[config.mk]
export PLATFORM = sky130hd
export DESIGN_NAME = instr_fetch_flat
export DESIGN_NICKNAME = d
export VERILOG_FILES = /design/src/rtl/instr_fetch_if.sv /design/src/rtl/instr_fetch.sv /design/src/flat_wrapper.sv
export SDC_FILE = /design/constraint.sdc
export NUM_CORES = 1
export LEC_CHECK = 0
export ABC_AREA = 1
export CAP_MARGIN = 20
export CORE_MARGIN = 3
export CORE_UTILIZATION = 53
export DETAILED_ROUTE_END_ITERATION = 16
export GPL_TIMING_DRIVEN = 0
export PLACE_DENSITY = 0.8
export SYNTH_ARGS = -nofsm -noshare
export SYNTH_HDL_FRONTEND = slang
export SYNTH_SLANG_ARGS = --single-unit
[constraint.sdc]
create_clock -name clk -period 4.49 [get_ports clk]
set_input_delay 0.898 -clock clk [delete_from_list [all_inputs] [get_ports clk]]
set_output_delay 0.898 -clock clk [all_outputs]
set_load 0.05 [all_outputs]
[src/rtl/instr_fetch_if.sv]
// instr_fetch_if
// Bundles every signal of the instruction fetch stage except clk/reset.
//   imem_req/imem_addr      : fetch -> instruction memory read request
//   imem_ack/imem_rdata     : instruction memory -> fetch response
//   instr_valid/instr/instr_pc, instr_ready : fetch <-> decoder stream
//   redirect/redirect_pc    : flow-control unit -> fetch restart
//   halt                    : decoder exception, stops fetching
//   fetch_fault             : sticky misaligned-redirect flag
// master = the fetch stage, slave = its environment (memory, decoder, flow control).
interface instr_fetch_if;
    logic        imem_req;
    logic [31:0] imem_addr;
    logic        imem_ack;
    logic [31:0] imem_rdata;
    logic        instr_valid;
    logic        instr_ready;
    logic [31:0] instr;
    logic [31:0] instr_pc;
    logic        redirect;
    logic [31:0] redirect_pc;
    logic        halt;
    logic        fetch_fault;

    modport master (
        output imem_req, imem_addr, instr_valid, instr, instr_pc, fetch_fault,
        input  imem_ack, imem_rdata, instr_ready, redirect, redirect_pc, halt
    );

    modport slave (
        input  imem_req, imem_addr, instr_valid, instr, instr_pc, fetch_fault,
        output imem_ack, imem_rdata, instr_ready, redirect, redirect_pc, halt
    );
endinterface

[src/rtl/instr_fetch.sv]
// instr_fetch
// Instruction fetch stage: owns the PC, issues single-outstanding word reads
// to instruction memory, buffers returned words with their PCs in a circular
// FIFO and presents the head to the decoder on a valid/ready stream.
// Ports:
//   clk   : single rising-edge clock
//   reset : synchronous, active-high
//   bus   : instr_fetch_if.master (memory request/response, decoder stream,
//           redirect, halt, fetch_fault)
// Parameters:
//   RESET_PC   : word-aligned PC of the first fetch after reset
//   FIFO_DEPTH : instruction buffer entries, power of two, >= 2
// Optional feature macro: INSTR_FETCH_ALIGN_CHECK_EN
//   defined     : misaligned redirect sets sticky fetch_fault and stops fetching
//   not defined : redirect_pc[1:0] is forced to zero, fetch_fault tied low
module instr_fetch #(
    parameter logic [31:0] RESET_PC   = 32'h0000_0000,
    parameter int          FIFO_DEPTH = 2
) (
    input  logic          clk,
    input  logic          reset,
    instr_fetch_if.master bus
);

    localparam int AW = $clog2(FIFO_DEPTH);
    localparam int CW = AW + 1;
    localparam logic [CW-1:0] DEPTH_C = CW'(FIFO_DEPTH);

    typedef enum logic [1:0] {IDLE, WAIT, DROP, HALTED} state_t;

    state_t        state, state_next;
    logic [31:0]   pc, pc_next;
    logic [31:0]   req_addr, req_addr_next;
    logic [CW-1:0] count, count_next;
    logic [AW-1:0] wr_ptr, rd_ptr;
    logic [31:0]   buf_instr [FIFO_DEPTH];
    logic [31:0]   buf_pc    [FIFO_DEPTH];
    logic          halt_q, fault_q;

    logic          outstanding, still_out, halt_now, redirect_take;
    logic          fault_set, stopped, flush, push, pop, issue;
    logic [31:0]   target_pc;

    // Next-state, FIFO control and PC update. Halt outranks redirect, and
    // either one outranks a same-cycle push or pop. Whenever a request
    // completes (or none is outstanding) and nothing blocks fetching, the
    // next request is issued straight away at pc_next.
    always_comb begin
        state_next    = state;
        req_addr_next = req_addr;
        issue         = 1'b0;

        outstanding   = (state == WAIT) || (state == DROP);
        still_out     = outstanding && !bus.imem_ack;
        halt_now      = (state != HALTED) && (bus.halt || halt_q);
        redirect_take = (state != HALTED) && !halt_now && bus.redirect;

`ifdef INSTR_FETCH_ALIGN_CHECK_EN
        fault_set = redirect_take && (bus.redirect_pc[1:0] != 2'b00);
        target_pc = bus.redirect_pc;
`else
        fault_set = 1'b0;
        target_pc = bus.redirect_pc & 32'hFFFF_FFFC;
`endif

        stopped = fault_q || fault_set;
        flush   = halt_now || redirect_take;
        push    = (state == WAIT) && bus.imem_ack && !flush;
        pop     = (count != '0) && bus.instr_ready && !flush;

        if (flush) begin
            count_next = '0;
        end else begin
            case ({push, pop})
                2'b10:   count_next = count + CW'(1);
                2'b01:   count_next = count - CW'(1);
                default: count_next = count;
            endcase
        end

        if (redirect_take) begin
            pc_next = target_pc;
        end else if (push) begin
            pc_next = pc + 32'd4;
        end else begin
            pc_next = pc;
        end

        if (state == HALTED) begin
            state_next = HALTED;
        end else if (halt_now) begin
            state_next = still_out ? DROP : HALTED;
        end else if (stopped) begin
            state_next = still_out ? DROP : IDLE;
        end else if (redirect_take) begin
            if (still_out) begin
                state_next = DROP;
            end else begin
                issue = 1'b1;
            end
        end else begin
            case (state)
                // A pop in this cycle is deliberately not credited here.
                IDLE: issue = (count < DEPTH_C);
                WAIT: begin
                    if (bus.imem_ack) begin
                        state_next = IDLE;
                        issue      = (count_next < DEPTH_C);
                    end
                end
                DROP: begin
                    if (bus.imem_ack) begin
                        state_next = IDLE;
                        issue      = (count_next < DEPTH_C);
                    end
                end
                default: state_next = state;
            endcase
        end

        if (issue) begin
            state_next    = WAIT;
            req_addr_next = pc_next;
        end
    end

    // Control state: FSM, PC, request address, occupancy and pointers.
    always_ff @(posedge clk) begin
        if (reset) begin
            state    <= IDLE;
            pc       <= RESET_PC;
            req_addr <= RESET_PC;
            count    <= '0;
            wr_ptr   <= '0;
            rd_ptr   <= '0;
            halt_q   <= 1'b0;
            fault_q  <= 1'b0;
        end else begin
            state    <= state_next;
            pc       <= pc_next;
            req_addr <= req_addr_next;
            count    <= count_next;
            if (halt_now) begin
                halt_q <= 1'b1;
            end
            if (fault_set) begin
                fault_q <= 1'b1;
            end
            if (flush) begin
                wr_ptr <= '0;
                rd_ptr <= '0;
            end else begin
                if (push) begin
                    wr_ptr <= wr_ptr + AW'(1);
                end
                if (pop) begin
                    rd_ptr <= rd_ptr + AW'(1);
                end
            end
        end
    end

    // Instruction buffer storage; cleared on reset so the head reads zero.
    always_ff @(posedge clk) begin
        if (reset) begin
            for (int i = 0; i < FIFO_DEPTH; i++) begin
                buf_instr[i] <= '0;
                buf_pc[i]    <= '0;
            end
        end else if (push) begin
            buf_instr[wr_ptr] <= bus.imem_rdata;
            buf_pc[wr_ptr]    <= pc;
        end
    end

    assign bus.imem_req    = outstanding;
    assign bus.imem_addr   = req_addr;
    assign bus.instr_valid = (count != '0);
    assign bus.instr       = buf_instr[rd_ptr];
    assign bus.instr_pc    = buf_pc[rd_ptr];
`ifdef INSTR_FETCH_ALIGN_CHECK_EN
    assign bus.fetch_fault = fault_q;
`else
    assign bus.fetch_fault = 1'b0;
`endif

endmodule
[src/flat_wrapper.sv]
// flat-port wrapper written by rule: the top's interface ports become plain ports
module instr_fetch_flat 
#(
    parameter logic [31:0] RESET_PC   = 32'h0000_0000,
    parameter int          FIFO_DEPTH = 2
)
  (clk, reset, bus_imem_req, bus_imem_addr, bus_instr_valid, bus_instr, bus_instr_pc, bus_fetch_fault, bus_imem_ack, bus_imem_rdata, bus_instr_ready, bus_redirect, bus_redirect_pc, bus_halt);
  instr_fetch_if bus_i ();
  input  logic clk;
  input  logic reset;
  output wire logic [$bits(bus_i.imem_req)-1:0] bus_imem_req;
  output wire logic [$bits(bus_i.imem_addr)-1:0] bus_imem_addr;
  output wire logic [$bits(bus_i.instr_valid)-1:0] bus_instr_valid;
  output wire logic [$bits(bus_i.instr)-1:0] bus_instr;
  output wire logic [$bits(bus_i.instr_pc)-1:0] bus_instr_pc;
  output wire logic [$bits(bus_i.fetch_fault)-1:0] bus_fetch_fault;
  input wire logic [$bits(bus_i.imem_ack)-1:0] bus_imem_ack;
  input wire logic [$bits(bus_i.imem_rdata)-1:0] bus_imem_rdata;
  input wire logic [$bits(bus_i.instr_ready)-1:0] bus_instr_ready;
  input wire logic [$bits(bus_i.redirect)-1:0] bus_redirect;
  input wire logic [$bits(bus_i.redirect_pc)-1:0] bus_redirect_pc;
  input wire logic [$bits(bus_i.halt)-1:0] bus_halt;
  assign bus_imem_req = bus_i.imem_req;
  assign bus_imem_addr = bus_i.imem_addr;
  assign bus_instr_valid = bus_i.instr_valid;
  assign bus_instr = bus_i.instr;
  assign bus_instr_pc = bus_i.instr_pc;
  assign bus_fetch_fault = bus_i.fetch_fault;
  assign bus_i.imem_ack = bus_imem_ack;
  assign bus_i.imem_rdata = bus_imem_rdata;
  assign bus_i.instr_ready = bus_instr_ready;
  assign bus_i.redirect = bus_redirect;
  assign bus_i.redirect_pc = bus_redirect_pc;
  assign bus_i.halt = bus_halt;
  instr_fetch #(.RESET_PC(RESET_PC), .FIFO_DEPTH(FIFO_DEPTH)) u_core (.clk(clk), .reset(reset), .bus(bus_i));
endmodule
==> impl_metrics.py <==
metrics = {
    "placed_design": {
        "post-dp-hpwl_um": 16500,
        "io_buffers": 164,
        "gp_congestion": 0.968,
    },
    "synthesis": {
        "synth_edf_count": 128,
        "synthArstFlopShare_pct": 0,
        "synth_flop_cell": "edfxtp_1",
        "synth_area_leader_cell": "edfxtp_1",
        "synth_commonest_cells": "234 x nor2_1, 192 x nand2_1, 128 x edfxtp_1",
        "synth_cells": 1015,
        "ys_types": 40,
        "ys_ff_latch": 200,
        "synth_warnings": 0,
        "yosysSeqAreaShare_pct": 56.1,
        "syn_nets": 1090,
        "synth_area_um2": 9410,
        "yosys-top-cells-area": "edfxtp_1 41%, dfxtp_1 15%, nor2_1 9.3%",
        "synth.most_common_cell": "nor2_1",
        "netlist.area_leader.share_pct": 40.8,
        "syn_area_per_cell_um2": 9.27,
    },
    "clocking": {
        "htree_levels": 4,
        "cts_setup_buffers": 0,
        "postCtsHoldBufs": 0,
        "cts_max_path_buffers": 2,
        "cts-root-buf": "clkbuf_16",
        "cts_buffers": 17,
        "cts_tree": "built",
        "clkLatencyLatePin_ns": 0.43,
        "clock_sinks": 200,
        "ctsResizeCount": 0,
        "path_clk_slew_ns": 0.07,
    },
    "sta": {
        "fmax_ghz": 0.272,
        "rsz0062_at_grt": "no",
        "tightest_slew_ns": 0.878,
        "setup_viol": 0,
        "maxSlewViolCount": 0,
        "fin_setup_tns_ns": 0,
        "period_minus_slack_ns": 3.68,
        "finalClockSkew_ns": 0.00884,
        "slew_headroom_pct": 41.5,
        "period_share_pct": 81.9,
        "hold_violations": 0,
    },
    "power": {
        "total_leakage_power_uw": 0.00473,
        "p_comb_share_pct": 26.7,
        "p_int_uw": 3490,
        "total_power_uw": 5200,
        "sw_frac_of_total_pct": 32.8,
        "vdd_drop_max_uv": 456,
        "power_density_nw_per_um2": 435,
        "p_seq_share_pct": 42.7,
        "p_sw_uw": 1710,
        "clkPwrFrac_pct": 30.6,
    },
    "critical_path": {
        "rrSetupSlack_ns": 1.66,
        "crit_buf_inv": 3,
        "arrival_ns": 2.78,
        "path_delay_family": "buffers and inverters",
        "crit_path_max_fanout": 10,
        "crit_slowest_cell": "clkdlybuf4s50_1",
        "crit_type": "register to primary output",
        "path_cells": "clkbuf_1 > buf_2 > mux2_2 > clkdlybuf4s50_1",
        "startpoint_type": "register",
        "cp_slowest_stage_delay_ns": 0.73,
        "endpoint_kind": "primary output",
        "crit_required_ns": 3.59,
    },
    "detailed_routing": {
        "num_vias": 7402,
        "ant_nets": 0,
        "detail_route.vias_per_cell": 5.15,
        "drc_errors": 0,
        "dr.pass1.iters": 5,
        "wl_per_cell_um": 16.0,
        "drt_first_iter_violations": 561,
        "drt-total-wl_um": 23000,
    },
    "grt": {
        "grt_overflow_total": 0,
        "antenna_found_initial": 0,
        "grt_pass1_wl_um": 36500,
        "grt_use_total_pct": 23.7,
        "grt_pass1_vias": 7239,
        "grt_max_degree": 65,
    },
    "die": {
        "die_w_um": 139,
        "dieArea_um2": 19400,
        "initial_core_util_pct": 54.2,
        "die_y_um": 139,
        "ios": 169,
        "core_um2": 17400,
        "rows": 48,
    },
    "final_layout": {
        "final-seq-area_um2": 5290,
        "multi_input_area_um2": 3540,
        "syn_to_final_growth_pct": 27.1,
        "drive_gt1_share_pct": 14.5,
        "fin_nets": 1273,
        "antenna_cells": 0,
        "post-route-util_pct": 69.0,
        "fillers": 1361,
    },
    "outcome": {
        "outcome": "complete, no violations",
    },
    "flow_run": {
        "drv_cap": 0,
    },
    "worst_hold_path": {
        "min_path_type": "register to register",
    },
}
[placed cells by master (no fill, tap or decap), types with 4 or more instances in the layout]
| cell type | Yosys | routed |
|---|---|---|
| nor2_1 | 234 | 234 |
| nand2_1 | 192 | 190 |
| clkdlybuf4s50_1 | 0 | 164 |
| edfxtp_1 | 128 | 128 |
| inv_1 | 89 | 89 |
| dfxtp_1 | 72 | 72 |
| mux2_2 | 64 | 64 |
| nand3_1 | 42 | 42 |
| o21ai_0 | 37 | 37 |
| a21oi_1 | 33 | 33 |
| buf_2 | 23 | 23 |
| clkbuf_16 | 0 | 17 |
| clkbuf_1 | 12 | 12 |
| or2_2 | 10 | 10 |
| nand2_4 | 6 | 8 |
| nand3b_1 | 8 | 8 |
| nand4_1 | 7 | 7 |
| inv_2 | 5 | 5 |
| buf_6 | 5 | 5 |
| nand3_2 | 5 | 5 |
| ha_1 | 5 | 5 |
| nor2_4 | 4 | 4 |
| nor2_2 | 4 | 4 |
[per-stage QoR]
| stage | cells | hold slack [ns] | setup slack, ns | area (um2) |
|---|---|---|---|---|
| floorplan | 1015 | 0.445 | 0.881 | 9410 |
| global placement | 1404 | 0.455 | -0.471 | 11300 |
| detailed placement | 1404 | 0.476 | 0.829 | 11400 |
| CTS | 1436 | 0.488 | 0.780 | 12000 |
| global route | 1436 | 0.503 | 0.740 | 12000 |
| finish | 1436 | 0.490 | 0.815 | 12000 |
[logic make-up after synthesis]
family	count (synthesis)	synth area share, %
AO/OA/AOI/OAI	78	4.39
XOR/XNOR	3	0.279
adder cells (fa/ha/maj)	5	0.665
buffers and inverters	140	6.45
flip-flops	200	56.1
multiplexers	64	7.66
other	1	0.0398
AND/OR/NAND/NOR	524	24.4
[power groups by stage]
stage	Sequential, uW	Clock [uW]	Combinational (uW)
after floorplan	2540	0	647
after global placement	2260	0	1370
after detailed placement	2250	0	1380
after CTS	2220	1600	1400
after global routing	2240	1680	1490
final	2220	1590	1390
[flip-flops by register name, summed over array words and instances, names as in the netlist, 2 cells and up, named ones only]
register              count
u_core.buf_instr         64
u_core.buf_pc            64
u_core.bus.imem_addr     32
u_core.count              2
u_core.pc                32
u_core.state              2
[cell type report]
cell class	instances	share of cell area, %
Timing Repair Buffer	164	13.7
Multi-Input combinational cell	675	29.6
Buffer	44	2.03
Inverter	96	3.04
Tap cell	225	2.35
Sequential cell	200	44.2
Clock buffer	17	3.55
Clock inverter	15	1.59
[final timing paths]
kind / start / cells past startpoint / endpoint
setup / recovery: register / 4 / bus_instr_pc[15]
hold reg to reg: u_core.halt_q / 2 / u_core.halt_q
hold / removal: u_core.halt_q / 2 / u_core.halt_q
setup reg to reg: u_core.state[0] / 17 / u_core.bus.imem_addr[1]
[worst min-delay path, stage by stage, from the launching register on]
cell,delay (ns)
dfxtp_1,0.31
inv_2,0.07
a21oi_1,0.06
[metal layers]
layer  global-route usage [%]  part of all wire [%]  vias up
met1                     32.3                    44     3407
met3                     4.40                   7.4       32
met5                        0                     0        -
met4                     8.19                   2.4        0
li1                         -                     -     3663
met2                     38.5                    47      300
Power figures use the tool's default switching activity.
